--- src/rtl/numacc_pkg.sv ---
// Shared types and helpers for the number accumulator: token width, FSM
// state encoding and the signed-limit magnitude function.
package numacc_pkg;

  localparam int TOKEN_W = 4;
  // Wide enough for a 64-bit result extended by the 5 MAC guard bits.
  localparam int LIMIT_W = 70;

  typedef enum logic [1:0] {
    IDLE  = 2'd0,
    BUILD = 2'd1,
    HOLD  = 2'd2
  } state_t;

  // Largest magnitude representable for the given sign:
  // 2^(width-1) when negative, 2^(width-1)-1 when positive.
  function automatic logic [LIMIT_W-1:0] limit_mag(input int width, input logic neg);
    logic [LIMIT_W-1:0] lim;
    lim = {{(LIMIT_W-1){1'b0}}, 1'b1} << (width - 1);
    if (!neg) lim = lim - {{(LIMIT_W-1){1'b0}}, 1'b1};
    return lim;
  endfunction

endpackage

--- src/rtl/digit_mac.sv ---
// Combinational digit step: mag*RADIX + digit, checked against the limit of
// the requested sign, with freeze or clamp on overflow.
module digit_mac
  import numacc_pkg::*;
#(
  parameter int WIDTH    = 32,
  parameter int RADIX    = 10,
  parameter int SATURATE = 0
) (
  input  logic [WIDTH-1:0]   mag_in,
  input  logic [TOKEN_W-1:0] digit,
  input  logic               neg,
  input  logic               force_over,
  output logic [WIDTH-1:0]   mag_out,
  output logic               over
);

  localparam int EXT_W = WIDTH + 5;

  logic [LIMIT_W-1:0] lim;
  logic [EXT_W-1:0]   ext;

  always_comb begin
    lim     = limit_mag(WIDTH, neg);
    ext     = EXT_W'(mag_in) * EXT_W'(RADIX) + EXT_W'(digit);
    over    = force_over || (LIMIT_W'(ext) > lim);
    mag_out = ext[WIDTH-1:0];
    // Freeze keeps the last good magnitude; saturate pins it at the limit.
    if (over) mag_out = (SATURATE != 0) ? lim[WIDTH-1:0] : mag_in;
  end

endmodule

--- src/rtl/number_accumulator.sv ---
// Digit-stream accumulator: builds a signed operand from radix digit tokens
// and holds it on a valid/ready output until the stack datapath takes it.
module number_accumulator
  import numacc_pkg::*;
#(
  parameter int WIDTH      = 32,
  parameter int RADIX      = 10,
  parameter int MAX_DIGITS = 10,
  parameter int SATURATE   = 0,
  localparam int CNT_W     = $clog2(MAX_DIGITS + 1)
) (
  input  logic                    clk,
  input  logic                    rst,
  input  logic                    clear,
  input  logic [TOKEN_W-1:0]      token,
  input  logic                    token_valid,
  output logic                    token_ready,
  input  logic                    negate,
  input  logic                    commit,
  output logic signed [WIDTH-1:0] number,
  output logic                    number_valid,
  input  logic                    number_ready,
  output logic                    digit_ack,
  output logic                    bad_token,
  output logic                    overflow,
  output logic [CNT_W-1:0]        digit_count,
  output logic [1:0]              state_dbg
);

  // Handshakes: a token transfers on a rising edge where token_valid and
  // token_ready are both high; the result transfers on a rising edge where
  // number_valid and number_ready are both high. number/overflow stay
  // stable for as long as number_valid is high.

  state_t             state;
  logic [WIDTH-1:0]   mag;
  logic               sign;

  logic               in_range;
  logic               digit_fire;
  logic               bad_fire;
  logic               neg_fire;
  logic               new_sign;
  logic               at_max;
  logic               force_over;
  logic               commit_fire;
  logic               mac_over;
  logic               over_next;
  logic               fin_over;
  logic [WIDTH-1:0]   mac_mag;
  logic [WIDTH-1:0]   mag_next;
  logic [WIDTH-1:0]   fin_mag;
  logic [LIMIT_W-1:0] fin_lim;

  assign token_ready  = (state != HOLD);
  assign number_valid = (state == HOLD);
  assign state_dbg    = state;

  assign in_range    = ({1'b0, token} < (TOKEN_W + 1)'(RADIX));
  assign digit_fire  = token_valid && token_ready && in_range;
  assign bad_fire    = token_valid && token_ready && !in_range;
  assign neg_fire    = negate && (state != HOLD);
  assign new_sign    = sign ^ neg_fire;
  assign at_max      = (digit_count == CNT_W'(MAX_DIGITS));
  // After a frozen overflow every later digit is acknowledged but discarded.
  assign force_over  = at_max || (overflow && (SATURATE == 0));
  // A commit that arrives with the first digit or negate still counts.
  assign commit_fire = commit && ((state == BUILD) || digit_fire || neg_fire);

  digit_mac #(
    .WIDTH    (WIDTH),
    .RADIX    (RADIX),
    .SATURATE (SATURATE)
  ) u_mac (
    .mag_in     (mag),
    .digit      (token),
    .neg        (new_sign),
    .force_over (force_over),
    .mag_out    (mac_mag),
    .over       (mac_over)
  );

  // A negate after the digits can push the magnitude past the positive
  // limit, so the final value is re-checked against the final sign.
  always_comb begin
    mag_next  = digit_fire ? mac_mag : mag;
    over_next = overflow | (digit_fire & mac_over);
    fin_lim   = limit_mag(WIDTH, new_sign);
    fin_over  = LIMIT_W'(mag_next) > fin_lim;
    fin_mag   = (fin_over && (SATURATE != 0)) ? fin_lim[WIDTH-1:0] : mag_next;
  end

  always_ff @(posedge clk or posedge rst) begin
    if (rst) begin
      state       <= IDLE;
      mag         <= '0;
      sign        <= 1'b0;
      number      <= '0;
      digit_ack   <= 1'b0;
      bad_token   <= 1'b0;
      overflow    <= 1'b0;
      digit_count <= '0;
    end else begin
      digit_ack <= 1'b0;
      bad_token <= 1'b0;
      if (clear) begin
        state       <= IDLE;
        mag         <= '0;
        sign        <= 1'b0;
        number      <= '0;
        overflow    <= 1'b0;
        digit_count <= '0;
      end else begin
        case (state)
          IDLE, BUILD: begin
            digit_ack <= digit_fire;
            bad_token <= bad_fire;
            mag       <= mag_next;
            sign      <= new_sign;
            overflow  <= over_next;
            if (digit_fire && !at_max) digit_count <= digit_count + CNT_W'(1);
            if (commit_fire) begin
              number   <= new_sign ? -fin_mag : fin_mag;
              mag      <= fin_mag;
              overflow <= over_next | fin_over;
              state    <= HOLD;
            end else if (digit_fire || neg_fire) begin
              state <= BUILD;
            end
          end
          HOLD: begin
            if (number_ready) begin
              state       <= IDLE;
              mag         <= '0;
              sign        <= 1'b0;
              overflow    <= 1'b0;
              digit_count <= '0;
            end
          end
          default: state <= IDLE;
        endcase
      end
    end
  end

endmodule

--- config.mk ---
export PLATFORM = sky130hd
export DESIGN_NAME = number_accumulator
export DESIGN_NICKNAME = d
export VERILOG_FILES = /design/src/rtl/numacc_pkg.sv /design/src/rtl/digit_mac.sv /design/src/rtl/number_accumulator.sv
export SDC_FILE = /design/constraint.sdc
export NUM_CORES = 1
export LEC_CHECK = 0
export ABC_CLOCK_PERIOD_IN_PS = 10900
export BUFFER_PORTS_ARGS = -buffer_cell sky130_fd_sc_hd__buf_4
export CAP_MARGIN = 10
export CORE_ASPECT_RATIO = 0.7
export CORE_MARGIN = 10
export CORE_UTILIZATION = 46
export CTS_CLUSTER_DIAMETER = 40
export DETAILED_ROUTE_END_ITERATION = 6
export MAX_ROUTING_LAYER = met4
export PLACE_DENSITY = 0.74
export SLEW_MARGIN = 20
export SYNTH_ARGS = -nofsm -noshare
export SYNTH_HDL_FRONTEND = slang
export SYNTH_HIERARCHICAL = 1
export SYNTH_SLANG_ARGS = --single-unit
--- constraint.sdc ---
create_clock -name clk -period 10.9 [get_ports clk]
set_input_delay 2.725 -clock clk [delete_from_list [all_inputs] [get_ports clk]]
set_output_delay 2.725 -clock clk [all_outputs]
set_load 0.02 [all_outputs]
==> run metrics <==
status finished, violations left; violated checks design-rule violations; top-level I/O count 54; area of the multi-input gates 7118 µm²; H-tree depth 3; drt total wl 29360 µm; post-route cell area 10320 µm²; Hold Crit Class flip-flop to flip-flop; die height 139.5 µm; Via-to-Cell Ratio 6.369; # DRC 1; wire length on met3 2858 µm; relative slew slack 36.36%; Critical Path Max Stage Delay 560 ps; core area 19910 µm²; largest net degree at the start of global routing 75; pwr dens 96.88 nW/µm²; total track usage 21.91%; CTS tree built; average cell area after synthesis 8.339 µm²; final std cells w/o fill 1435; share of layout cells above drive strength 1 13.30%; Worst setup SP type input port; post-synth design cell area 9390 µm²; final worst slack 649.3 ps; WP data required 11080 ps; CTS Buf Count 9; CTS Hold Buffers Added 0; # fillers 1870; most frequent cells in the layout ha_1, nand2_1, o21ai_0; Worst Setup SP token[1]; Initial Utilization 47.17%; die area 26620 µm²; Power Total 999.9 µW; Post-CTS Resized 0; vias in the first global route 8359; detailed router's first-iteration violation count 1212; RSZ-0062 raised after global routing no; fmax 97.55 MHz; Hold Fails Final Rpt 0; number of setup buffers added after CTS 0; Tcrit/Tclk final 94.04%; Post-DP Area 10020 µm²; total congestion overflow 0; Netlist cell types 82; 1st-pass router iterations 7; Crit Path Class input port to flip-flop; largest fanout on the critical path 19; Final Max Slew Viols 0; met2 wire length 11770 µm; area grow syn2layout 9.913%; CP max stage cell nor4_1; CP Buf/Inv Count 4; post-DP HPWL 22820 µm; Slew @ Worst Pin 954.5 ps; drt wl/cell 20.46 µm; initial antenna violation count 0; peak supply drop 0.00009169 V; Vias 9139; CTS Sinks 74; fin crit period 10250 ps; Register Area 1852 µm²; FF+latch count, synth 74; first-pass GRT wire length 46750 µm; CTS max path bufs 2; # rows 43; Root Buffer clkbuf_16; clock transition at the registers of the reported paths 60 ps; worst hold start number[8]; Post-synth EDFFs 0; Met1 Routed Length 14430 µm; Ys Warns 6; DP Worst Slack 652.8 ps; Async SR Flop Fraction 100.0%; cells after synthesis 1126; cell family with most CP delay simple AND/OR/NAND/NOR gates; CP arrival 10430 ps; Pleak 0.005007 µW; clk_skew 11.78 ps; commonest non-fill, non-tap cell in the layout ha_1; max cap viols 0; setup violators final 0; Cells after DPL 1419; nets 1303; die width 190.8 µm; antenna diode count 0; Clock Latency Late Sink 340 ps; Top FF cell, synth dfrtp_1; worst r2r src mag[1]; Setup TNS Final 0 ps; highest metal used met4; I/O Buffers 53; RePlAce Congestion 1.007; DRT antenna net count 0; Worst Setup End Kind flip-flop; syn nets 1269; register area share after synthesis 19.72%
-- through the flow --
step | util [%] | hold slack [ps]
detailed placement | 50.32 | 474.2
floorplan | - | 470.4
CTS | 51.85 | 488.3
global route | 51.85 | 520.3
finish | 51.85 | 478.3
global placement | 50.32 | 467.1
-- cell type report --
class,count,share of cell area [%]
timing repair buffer,70,5.092
tap,270,3.273
multi-input combinational,956,68.97
clock buffer,10,2.315
sequential,74,17.94
clock inverter,6,0.6304
inverter,49,1.782
-- flip-flops by register name, summed over array words and instances, names as in the netlist --
| name | count |
|---|---|
| bad_token | 1 |
| digit_ack | 1 |
| digit_count | 4 |
| mag | 32 |
| number | 32 |
| overflow | 1 |
| sign | 1 |
| state_dbg | 2 |
-- per-layer routing --
layer | global-route usage (%) | vias up
li1 | - | 4280
met1 | 32.94 | 4382
met2 | 29.01 | 435
met3 | 5.367 | 42
met4 | 2.727 | 0
met5 | - | -
-- tightest hold or removal path, stage by stage (launching register included) --
cell	delay, ps
dfrtp_1	340
nand2_1	50
o21ai_0	60
-- final timing paths --
path,to,slack (ps),cells past startpoint
min,number[8],480,2
max,overflow,650,31
max reg2reg,overflow,1400,34
min reg2reg,number[8],480,2
max in group asynchronous,mag[27],7600,3
min in group asynchronous,number[2],2670,3
-- cells by family (layout without fill, tap and decap cells) --
logic type / count (synthesis) / count (layout) / share of synthesized area (%)
AOI/OAI and AO/OA: 297 / 297 / 20.45
xor gates and xnor gates: 76 / 76 / 7.248
buffers and inverters: 96 / 135 / 4.703
and+or+nand+nor: 381 / 381 / 20.96
DFF: 74 / 74 / 19.72
adders and majority gates: 132 / 132 / 17.75
muxes: 70 / 70 / 9.167
-- cell usage after synthesis (all sizes together) (5+ instances only) --
master	count	area share, %
a211oi	14	1.2
a21o	26	2.1
a21oi	73	4.0
a22o	6	0.56
a31oi	12	0.80
and3	10	0.67
buf	25	1.9
clkbuf	22	0.88
dfrtp	74	20
ha	130	17
inv	48	1.9
mux2	34	5.2
mux2i	36	4.0
nand2	121	4.8
nand2b	11	0.73
nand3	26	1.4
nand4	37	2.5
nor2	58	2.3
nor2b	11	0.73
nor3	42	2.2
nor4	23	1.8
o211ai	17	1.4
o21ai	87	4.7
o311ai	6	0.56
o31ai	12	0.96
or2	5	0.33
or3	6	0.47
or4	9	0.84
xnor2	56	5.4
xor2	20	1.9
-- power by group --
| group | internal, µW | switching (µW) |
|---|---|---|
| sequential | 290 | 15.6 |
| combinational | 145 | 239 |
| clock | 184 | 126 |
| total | 619 | 380 |
Note: power is estimated with default switching activity, not from simulation.
